<file path="src/rtl/gcd_stream_if.sv">
// Operand/result handshake bundle for gcd_stream_unit.
// The master side feeds operands and consumes results; the slave side is the engine.
interface gcd_stream_if #(
    parameter int WIDTH = 32,
    parameter int CNT_W = 16
);
    logic             in_valid;
    logic             in_ready;
    logic [WIDTH-1:0] in_a;
    logic [WIDTH-1:0] in_b;
    logic             out_valid;
    logic             out_ready;
    logic [WIDTH-1:0] out_gcd;
    logic             out_err;
    logic [CNT_W-1:0] out_iters;

    modport master (
        output in_valid, in_a, in_b, out_ready,
        input  in_ready, out_valid, out_gcd, out_err, out_iters
    );

    modport slave (
        input  in_valid, in_a, in_b, out_ready,
        output in_ready, out_valid, out_gcd, out_err, out_iters
    );
endinterface

</file>
<file path="src/rtl/gcd_stream_unit.sv">
// Handshaked iterative GCD engine: IDLE -> CALC -> DONE -> IDLE, with a saturating step counter.
// Define GCD_STEIN_EN to use the binary (Stein) step instead of the default subtractive step.
module gcd_stream_unit #(
    parameter int WIDTH = 32,
    parameter int CNT_W = 16
) (
    input  logic         clk,
    input  logic         rst,
    gcd_stream_if.slave  bus
);
    localparam int KW = $clog2(WIDTH + 1);

    typedef enum logic [1:0] {
        S_IDLE = 2'd0,
        S_CALC = 2'd1,
        S_DONE = 2'd2
    } state_t;

    state_t           r_state;
    state_t           w_next_state;
    logic [WIDTH-1:0] r_a;
    logic [WIDTH-1:0] r_b;
    logic [KW-1:0]    r_k;
    logic [CNT_W-1:0] r_iters;
    logic [WIDTH-1:0] r_gcd;
    logic             r_err;
    logic [CNT_W-1:0] r_iters_out;

    logic             w_a_zero;
    logic             w_b_zero;
    logic             w_term;
    logic [WIDTH-1:0] w_result;
    logic [WIDTH-1:0] w_a_nxt;
    logic [WIDTH-1:0] w_b_nxt;
    logic [KW-1:0]    w_k_nxt;
    logic             w_in_ready;
    logic             w_out_valid;

    assign w_a_zero = (r_a == '0);
    assign w_b_zero = (r_b == '0);
    assign w_term   = w_a_zero || w_b_zero || (r_a == r_b);

    always_comb begin
        if (w_a_zero && w_b_zero) begin
            w_result = '0;
        end else if (w_a_zero) begin
            w_result = r_b;
        end else if (w_b_zero) begin
            w_result = r_a;
        end else begin
            w_result = r_a << r_k;
        end
    end

    // One reduction step; only meaningful while neither terminal condition holds.
    always_comb begin
        w_a_nxt = r_a;
        w_b_nxt = r_b;
        w_k_nxt = r_k;
`ifdef GCD_STEIN_EN
        if (!r_a[0] && !r_b[0]) begin
            w_a_nxt = r_a >> 1;
            w_b_nxt = r_b >> 1;
            w_k_nxt = r_k + KW'(1);
        end else if (!r_a[0]) begin
            w_a_nxt = r_a >> 1;
        end else if (!r_b[0]) begin
            w_b_nxt = r_b >> 1;
        end else if (r_a > r_b) begin
            w_a_nxt = r_a - r_b;
        end else begin
            w_b_nxt = r_b - r_a;
        end
`else
        if (r_a > r_b) begin
            w_a_nxt = r_a - r_b;
        end else begin
            w_b_nxt = r_b - r_a;
        end
`endif
    end

    always_ff @(posedge clk or posedge rst) begin
        if (rst) begin
            r_state <= S_IDLE;
        end else begin
            r_state <= w_next_state;
        end
    end

    always_comb begin
        w_next_state = r_state;
        case (r_state)
            S_IDLE:  if (bus.in_valid) w_next_state = S_CALC;
            S_CALC:  if (w_term) w_next_state = S_DONE;
            S_DONE:  if (bus.out_ready) w_next_state = S_IDLE;
            default: w_next_state = S_IDLE;
        endcase
    end

    always_comb begin
        w_in_ready  = 1'b0;
        w_out_valid = 1'b0;
        case (r_state)
            S_IDLE:  w_in_ready  = 1'b1;
            S_DONE:  w_out_valid = 1'b1;
            default: ;
        endcase
    end

    // Result registers change only on the CALC->DONE edge so they stay stable through DONE.
    always_ff @(posedge clk or posedge rst) begin
        if (rst) begin
            r_a         <= '0;
            r_b         <= '0;
            r_k         <= '0;
            r_iters     <= '0;
            r_gcd       <= '0;
            r_err       <= 1'b0;
            r_iters_out <= '0;
        end else begin
            case (r_state)
                S_IDLE: begin
                    if (bus.in_valid) begin
                        r_a     <= bus.in_a;
                        r_b     <= bus.in_b;
                        r_k     <= '0;
                        r_iters <= '0;
                    end
                end
                S_CALC: begin
                    if (w_term) begin
                        r_gcd       <= w_result;
                        r_err       <= w_a_zero && w_b_zero;
                        r_iters_out <= r_iters;
                    end else begin
                        r_a <= w_a_nxt;
                        r_b <= w_b_nxt;
                        r_k <= w_k_nxt;
                        if (r_iters != {CNT_W{1'b1}}) begin
                            r_iters <= r_iters + CNT_W'(1);
                        end
                    end
                end
                default: ;
            endcase
        end
    end

    assign bus.in_ready  = w_in_ready;
    assign bus.out_valid = w_out_valid;
    assign bus.out_gcd   = r_gcd;
    assign bus.out_err   = r_err;
    assign bus.out_iters = r_iters_out;
endmodule

</file>
<file path="src/flat_wrapper.sv">
// flat-port wrapper written by rule: the top's interface ports become plain ports
module gcd_stream_unit_flat 
#(
    parameter int WIDTH = 32,
    parameter int CNT_W = 16
)
  (clk, rst, bus_in_valid, bus_in_a, bus_in_b, bus_out_ready, bus_in_ready, bus_out_valid, bus_out_gcd, bus_out_err, bus_out_iters);
  gcd_stream_if #(.WIDTH(WIDTH), .CNT_W(CNT_W)) bus_i ();
  input  logic clk;
  input  logic rst;
  input wire logic [$bits(bus_i.in_valid)-1:0] bus_in_valid;
  input wire logic [$bits(bus_i.in_a)-1:0] bus_in_a;
  input wire logic [$bits(bus_i.in_b)-1:0] bus_in_b;
  input wire logic [$bits(bus_i.out_ready)-1:0] bus_out_ready;
  output wire logic [$bits(bus_i.in_ready)-1:0] bus_in_ready;
  output wire logic [$bits(bus_i.out_valid)-1:0] bus_out_valid;
  output wire logic [$bits(bus_i.out_gcd)-1:0] bus_out_gcd;
  output wire logic [$bits(bus_i.out_err)-1:0] bus_out_err;
  output wire logic [$bits(bus_i.out_iters)-1:0] bus_out_iters;
  assign bus_i.in_valid = bus_in_valid;
  assign bus_i.in_a = bus_in_a;
  assign bus_i.in_b = bus_in_b;
  assign bus_i.out_ready = bus_out_ready;
  assign bus_in_ready = bus_i.in_ready;
  assign bus_out_valid = bus_i.out_valid;
  assign bus_out_gcd = bus_i.out_gcd;
  assign bus_out_err = bus_i.out_err;
  assign bus_out_iters = bus_i.out_iters;
  gcd_stream_unit #(.WIDTH(WIDTH), .CNT_W(CNT_W)) u_core (.clk(clk), .rst(rst), .bus(bus_i));
endmodule
</file>
<file path="config.mk">
export PLATFORM = sky130hd
export DESIGN_NAME = gcd_stream_unit_flat
export DESIGN_NICKNAME = d
export VERILOG_FILES = /design/src/rtl/gcd_stream_if.sv /design/src/rtl/gcd_stream_unit.sv /design/src/flat_wrapper.sv
export SDC_FILE = /design/constraint.sdc
export NUM_CORES = 1
export LEC_CHECK = 0
export ABC_AREA = 0
export BUFFER_PORTS_ARGS = -buffer_cell sky130_fd_sc_hd__buf_2
export CAP_MARGIN = 20
export CORE_UTILIZATION = 55
export CTS_BUF_LIST = sky130_fd_sc_hd__clkbuf_4 sky130_fd_sc_hd__clkbuf_8
export CTS_CLUSTER_DIAMETER = 200
export DETAILED_ROUTE_END_ITERATION = 12
export GPL_TIMING_DRIVEN = 0
export PLACE_DENSITY_LB_ADDON = 0.25
export SKIP_LAST_GASP = 1
export SLEW_MARGIN = 40
export SYNTH_ARGS = -nofsm -noshare
export SYNTH_HDL_FRONTEND = slang
export SYNTH_SLANG_ARGS = --single-unit
</file>
<file path="constraint.sdc">
create_clock -name clk -period 3.95 [get_ports clk]
set_clock_uncertainty 0.05 [all_clocks]
set_input_delay 0.5925 -clock clk [delete_from_list [all_inputs] [get_ports clk]]
set_output_delay 0.5925 -clock clk [all_outputs]
set_load 0.03 [all_outputs]
</file>
==> results of run 1 <==
-- per-stage QoR --
step	cells	setup WS, ns	util [%]
6_report	1550	0.0478	64.1
5_1_grt	1550	0.127	64.1
4_1_cts	1550	0.280	64.1
3_5_place_dp	1519	0.303	62.1
3_3_place_gp	1513	0.341	61.2
2_1_floorplan	1170	1.14	-
-- worst register-to-register path, delay by kind of cell (launching register included) --
family / cells / cell delay, ns
and+or+nand+nor: 3 / 1.20
buffers and inverters: 3 / 1.00
AOI/OAI and AO/OA: 2 / 0.66
DFF: 1 / 0.53
adders and majority gates: 1 / 0.28
-- cell usage after synthesis (14+ instances only) --
| library cell | count | area share (%) |
|---|---|---|
| sky130_fd_sc_hd__a21oi_1 | 121 | 6.3 |
| sky130_fd_sc_hd__mux2_2 | 16 | 1.9 |
| sky130_fd_sc_hd__nand4_1 | 20 | 1.3 |
| sky130_fd_sc_hd__inv_1 | 77 | 3.0 |
| sky130_fd_sc_hd__dfrtp_1 | 131 | 34 |
| sky130_fd_sc_hd__a211oi_1 | 18 | 1.4 |
| sky130_fd_sc_hd__nand2_1 | 141 | 5.5 |
| sky130_fd_sc_hd__a31oi_1 | 16 | 1.0 |
| sky130_fd_sc_hd__mux2i_1 | 14 | 1.5 |
| sky130_fd_sc_hd__clkbuf_1 | 30 | 1.2 |
| sky130_fd_sc_hd__nor3_1 | 21 | 1.1 |
| sky130_fd_sc_hd__ha_1 | 64 | 8.3 |
| sky130_fd_sc_hd__nand3_1 | 14 | 0.73 |
| sky130_fd_sc_hd__xor2_1 | 17 | 1.5 |
| sky130_fd_sc_hd__xnor2_1 | 43 | 3.9 |
| sky130_fd_sc_hd__buf_2 | 24 | 1.2 |
| sky130_fd_sc_hd__o21ai_0 | 124 | 6.4 |
| sky130_fd_sc_hd__nor2_1 | 83 | 3.2 |
| sky130_fd_sc_hd__a21o_1 | 20 | 1.6 |
| sky130_fd_sc_hd__nor4_1 | 21 | 1.4 |
-- per-layer routing --
metal / routed length [um] / share of wire, % / global-route usage (%) / vias up
li1: - / - / - / 4403
met2: 14400 / 44 / 56.9 / 523
met1: 13800 / 43 / 52.2 / 4607
met4: 1230 / 3.8 / 15.1 / 0
met5: 0 / 0 / 0 / -
met3: 2970 / 9.2 / 5.10 / 90
-- final cells by class --
cell class,count,share of cell area (%)
Timing Repair Buffer,124,6.79
Inverter,78,2.69
Multi-Input combinational cell,889,51.8
Sequential cell,131,29.8
Tap cell,225,2.56
Clock buffer,20,2.44
Clock inverter,11,0.727
Buffer,72,3.21
-- final timing paths --
check / from / endpoint / slack (ns)
setup / recovery: u_core.r_b[13]$_DFFE_PP0P_ / u_core.r_b[17]$_DFFE_PP0P_ / 0.05
hold / removal: rst / u_core.r_a[5]$_DFFE_PP0P_ / 0.09
setup reg to reg: u_core.r_b[13]$_DFFE_PP0P_ / u_core.r_b[17]$_DFFE_PP0P_ / 0.05
hold reg to reg: u_core.bus.out_gcd[23]$_DFFE_PP0P_ / u_core.bus.out_gcd[23]$_DFFE_PP0P_ / 0.43
max in group asynchronous: rst / u_core.bus.out_gcd[22]$_DFFE_PP0P_ / 2.96
min in group clk: bus_out_ready / u_core.r_state[1]$_DFFE_PP0P_ / 0.30
-- cell usage in the layout (no fill, tap or decap), types with 4 or more instances in the layout --
| cell type | count |
|---|---|
| sky130_fd_sc_hd__o21bai_1 | 7 |
| sky130_fd_sc_hd__ha_1 | 64 |
| sky130_fd_sc_hd__o21ai_1 | 4 |
| sky130_fd_sc_hd__or3_1 | 8 |
| sky130_fd_sc_hd__a21oi_1 | 121 |
| sky130_fd_sc_hd__o31ai_1 | 7 |
| sky130_fd_sc_hd__nor2_1 | 83 |
| sky130_fd_sc_hd__a31oi_1 | 16 |
| sky130_fd_sc_hd__a211oi_1 | 18 |
| sky130_fd_sc_hd__a21o_1 | 20 |
| sky130_fd_sc_hd__a21oi_2 | 4 |
| sky130_fd_sc_hd__inv_1 | 76 |
| sky130_fd_sc_hd__and3_1 | 11 |
| sky130_fd_sc_hd__nand4_1 | 20 |
| sky130_fd_sc_hd__clkinvlp_4 | 5 |
| sky130_fd_sc_hd__nand2b_1 | 9 |
| sky130_fd_sc_hd__xor2_1 | 17 |
| sky130_fd_sc_hd__xnor2_1 | 43 |
| sky130_fd_sc_hd__buf_2 | 142 |
| sky130_fd_sc_hd__nor2b_1 | 10 |
| sky130_fd_sc_hd__buf_1 | 5 |
| sky130_fd_sc_hd__mux2i_1 | 14 |
| sky130_fd_sc_hd__nand2_1 | 141 |
| sky130_fd_sc_hd__mux2_2 | 16 |
| sky130_fd_sc_hd__nand3_1 | 14 |
| sky130_fd_sc_hd__o21a_1 | 7 |
| sky130_fd_sc_hd__dfrtp_1 | 131 |
| sky130_fd_sc_hd__and4_1 | 5 |
| sky130_fd_sc_hd__a41oi_1 | 4 |
| sky130_fd_sc_hd__clkbuf_8 | 19 |
| sky130_fd_sc_hd__nor4_1 | 21 |
| sky130_fd_sc_hd__clkbuf_1 | 30 |
| sky130_fd_sc_hd__o21ai_0 | 123 |
| sky130_fd_sc_hd__buf_16 | 5 |
| sky130_fd_sc_hd__buf_4 | 10 |
| sky130_fd_sc_hd__and2_1 | 4 |
| sky130_fd_sc_hd__nor3_1 | 21 |
-- cells by family (layout without fill, tap and decap cells) --
logic type               after synthesis  in the layout  share of synthesized area, %
AO/OA/AOI/OAI                        377            377                          24.5
flip-flops                           131            131                          34.0
AND/OR/NAND/NOR                      356            356                          17.2
XOR/XNOR                              60             60                          5.45
buffers and inverters                150            305                          6.71
adder cells (fa/ha/maj)               66             66                          8.73
multiplexers                          30             30                          3.32
-- sequential cells by signal (all words and copies together) (netlist names) --
signal and count:
u_core.r_iters 16, u_core.r_b 32, u_core.r_a 32, u_core.bus.out_gcd 32, u_core.bus.out_err 1, u_core.bus.out_iters 16
u_core.r_state 2
==> qor.csv, run 1 <==
metric,value,unit
outcome,"complete, but fails checks",
failing_checks,DRC,
synth_top_flop_cell,sky130_fd_sc_hd__dfrtp_1,
routabilityCongestion,1.02,
final_hold_viol_count,0,
overflow,0,
antenna_violations_before_repair,0,
hold_class,in2async,
worst_ep_required_time,4.17,ns
post_synthesis_cells,1170,
syn_area,9630,um^2
ff_latch_area,3280,um^2
critPathBufInv,3,
achievable-frequency,256,MHz
h-tree-depth,4,
drt-total-wl,32400,um
ordered_cell_list_for_the_critical_path,inv_1 > ha_1 > buf_2 > nand2_1 > nor3_1 > nand4_1 > a31oi_4 > clkbuf_1 > a31oi_1,
longest_individual_stage_delay_on_the_worst_path,0.70,ns
port_buffers,118,
postCtsHoldBufs,0,
avgRoutedWirePerCell,20.9,um
clock_insertion_delay_worst_skew,0.46,ns
drive_above_1_share,18.1,%
grt_max_degree,27,
synth_seq_cells,131,
diodes,0,
synth_seq_area_share,34.0,%
postCtsSetupBuffers,0,
clkSlewWorstSetupHoldPaths,0.09,ns
ant_nets,0,
critical_path.startpoint_type,flop,
multi_input_comb_area,5710,um^2
fillerInstances,1572,
clock-sinks,131,
core_area,17200,um^2
areaGrowthSynthToFinish,14.4,%
grt_util_all_layers,37.0,%
routed-via-count,9623,
period_utilisation_layout,98.8,%
fin_worst_hold_slack,0.0914,ns
fp.dieW,134,um
maxSlewViolCount,0,
critical_path_peak_fanout,10,
cts.repair.resized,0,
tightest_slew,0.876,ns
critical_path.top_delay_family,simple AND/OR/NAND/NOR gates,
cell_with_the_largest_stage_delay_on_the_worst_path,sky130_fd_sc_hd__clkbuf_1,
ioPinCount,119,
cts-root-buf,sky130_fd_sc_hd__clkbuf_8,
postSynthNetCount,1304,
number_of_vias_per_cell_after_detailed_routing,6.21,
cts-buffers-inserted,17,
first_global_vias,8964,
criticalPathCategory,reg2reg,
detailed_place_hpwl,25100,um
cts_tree,yes,
grt_first_pass_wirelength,50100,um
final_area,11000,um^2
min_period,3.90,ns
async_flop_share,100,%
placement_rows,48,
timing.setup.tns,0,ns
yosysWarnings,0,
crit_arrival,4.12,ns
remaining_drc_errors,1,
path_depth,9,
avgSynthCellArea,8.23,um^2
rsz0062_at_grt,no,
max_cap_violations,0,
die_h,134,um
final_setup_violations,0,
die-area,18000,um^2
cts.path.max_buffers,2,
drt_first_pass_iters,9,
synth_cell_types,73,
endpoint_kind,flop,
effective_utilization_at_floorplan,56.1,%
drt_iter0_drc,971,
cell_area_after_placement,10700,um^2
fin_nets,1447,
synth_enable_flop_cells,0,
ff2ff_path_depth,9,
slew_headroom,41.6,%
Power of run 1 is not shown: default switching activity piles up to over one toggle a cycle in this logic, so the estimate is an artifact.
==> run 2: changes to the inputs <==
--- a/config.mk
+++ b/config.mk
@@ -6,12 +6,12 @@
 export NUM_CORES = 1
 export LEC_CHECK = 0
 export ABC_AREA = 0
-export BUFFER_PORTS_ARGS = -buffer_cell sky130_fd_sc_hd__buf_2
 export CAP_MARGIN = 20
-export CORE_UTILIZATION = 55
+export CORE_UTILIZATION = 61
 export CTS_BUF_LIST = sky130_fd_sc_hd__clkbuf_4 sky130_fd_sc_hd__clkbuf_8
 export CTS_CLUSTER_DIAMETER = 200
 export DETAILED_ROUTE_END_ITERATION = 12
+export DONT_BUFFER_PORTS = 1
 export GPL_TIMING_DRIVEN = 0
 export PLACE_DENSITY_LB_ADDON = 0.25
 export SKIP_LAST_GASP = 1
==> qor.csv, run 2 (same netlist as run 1, synthesis figures left out) <==
metric,value,unit
outcome,"complete, no violations",
final_util,68.3,%
routabilityCongestion,0.996,
cts.repair.resized,0,
die_h,128,um
crit_arrival,4.05,ns
ant_nets,0,
final_setup_violations,0,
hold_sp,bus_out_ready,
port_buffers,0,
layout_common_cells,"sky130_fd_sc_hd__nand2_1 (141), sky130_fd_sc_hd__dfrtp_1 (131), sky130_fd_sc_hd__o21ai_0 (123)",
maxSlewViolCount,0,
core_area,15300,um^2
grt_max_degree,26,
fin_nets,1330,
drt_iter0_drc,1099,
routed-via-count,9287,
fp.dieW,128,um
die-area,16300,um^2
antenna_violations_before_repair,1,
crit-reg2reg-launch,u_core.r_b[13]$_DFFE_PP0P_,
remaining_drc_errors,0,
holdPathEnd,u_core.r_state[1]$_DFFE_PP0P_,
fin_worst_hold_slack,0.173,ns
h-tree-depth,4,
effective_utilization_at_floorplan,62.9,%
cts-root-buf,sky130_fd_sc_hd__clkbuf_8,
cts_tree,yes,
criticalPathCategory,reg2reg,
worst_hold_path_cells,1,
slew_headroom,37.4,%
detailed_place_hpwl,24300,um
cts-buffers-inserted,17,
place_inst,1387,
max_cap_violations,0,
drt-total-wl,32300,um
clkSlewWorstSetupHoldPaths,0.09,ns
overflow,0,
first_global_vias,8652,
number_of_vias_per_cell_after_detailed_routing,6.54,
period_utilisation_layout,95.9,%
finalNonFillerCells,1420,
min_period,3.79,ns
placement_rows,45,
drt_first_pass_iters,5,
diodes,0,
clock-sinks,131,
crit-reg2reg-capture,u_core.r_b[19]$_DFFE_PP0P_,
ff2ff_path_depth,9,
grt_first_pass_wirelength,49500,um
layout.cells.most_common,sky130_fd_sc_hd__nand2_1,
clock_insertion_delay_worst_skew,0.48,ns
r2r_setup_slack,0.16,ns
hold_class,in2reg,
rsz0062_at_grt,no,
critical_path_peak_fanout,10,
drive_above_1_share,10.3,%
grt_util_all_layers,40.8,%
postCtsHoldBufs,1,
worst_ep_required_time,4.21,ns
areaGrowthSynthToFinish,8.52,%
endpoint_kind,flop,
cts.path.max_buffers,2,
timing.setup.tns,0,ns
postCtsSetupBuffers,0,
achievable-frequency,264,MHz
critical_path.startpoint_type,flop,
ioPinCount,119,
final_hold_viol_count,0,
tightest_slew,0.939,ns
avgRoutedWirePerCell,22.7,um
==> run 2: cell count changes in the layout (fill, tap and decap cells not counted), moves of 2 or more <==
cell / previous run / this run
sky130_fd_sc_hd__buf_2: 142 / 24
sky130_fd_sc_hd__inv_6: 2 / 7
sky130_fd_sc_hd__clkinv_2: 3 / 0
sky130_fd_sc_hd__inv_8: 0 / 3
sky130_fd_sc_hd__clkbuf_8: 19 / 17
sky130_fd_sc_hd__clkinvlp_4: 5 / 3
==> run 2: worst max-delay path, stage by stage (launching register included) <==
cell and delay, ns:
sky130_fd_sc_hd__dfrtp_1 0.50, sky130_fd_sc_hd__inv_1 0.08, sky130_fd_sc_hd__ha_1 0.27, sky130_fd_sc_hd__buf_2 0.21, sky130_fd_sc_hd__nand2_1 0.16, sky130_fd_sc_hd__nor3_1 0.52
sky130_fd_sc_hd__nand4_1 0.44, sky130_fd_sc_hd__a31oi_4 0.45, sky130_fd_sc_hd__clkbuf_1 0.75, sky130_fd_sc_hd__o21ai_0 0.20
==> run 2: layout make-up <==
class | instances | area, um^2
Buffer | 72 | 355
Clock buffer | 17 | 234
Clock inverter | 15 | 158
Fill cell | 1343 | 4860
Inverter | 78 | 297
Multi-Input combinational cell | 889 | 5710
Sequential cell | 131 | 3280
Tap cell | 211 | 264
Timing Repair Buffer | 7 | 160
==> run 2: per-stage QoR <==
| stage | setup slack (ns) | cell area (um^2) |
|---|---|---|
| after CTS | 0.344 | 10500 |
| after detailed placement | 0.369 | 10100 |
| after floorplan | 1.14 | 9640 |
| after global placement | 0.338 | 9900 |
| after global routing | 0.133 | 10500 |
| final | 0.161 | 10500 |
==> run 2: worst max path at each step <==
stage | start | to | slack [ns] | depth (start not counted)
floorplan | u_core.r_b[1]$_DFFE_PP0P_ | u_core.r_b[25]$_DFFE_PP0P_ | 1.14 | 11
global placement | u_core.r_b[1]$_DFFE_PP0P_ | u_core.r_b[25]$_DFFE_PP0P_ | 0.34 | 11
detailed placement | u_core.r_b[13]$_DFFE_PP0P_ | u_core.r_b[25]$_DFFE_PP0P_ | 0.37 | 9
CTS | u_core.r_b[13]$_DFFE_PP0P_ | u_core.r_b[14]$_DFFE_PP0P_ | 0.34 | 9
global route | u_core.r_b[13]$_DFFE_PP0P_ | u_core.r_b[14]$_DFFE_PP0P_ | 0.13 | 9
finish | u_core.r_b[13]$_DFFE_PP0P_ | u_core.r_b[19]$_DFFE_PP0P_ | 0.16 | 9
==> run 2: layer usage <==
layer | routed length (um) | vias to the layer above | global-route usage, %
li1 | - | 4165 | -
met1 | 13400 | 4485 | 57.8
met2 | 14400 | 536 | 61.6
met3 | 3180 | 99 | 7.18
met4 | 1240 | 2 | 17.4
met5 | 13 | - | 0
Power of run 2 is left out for the same reason.
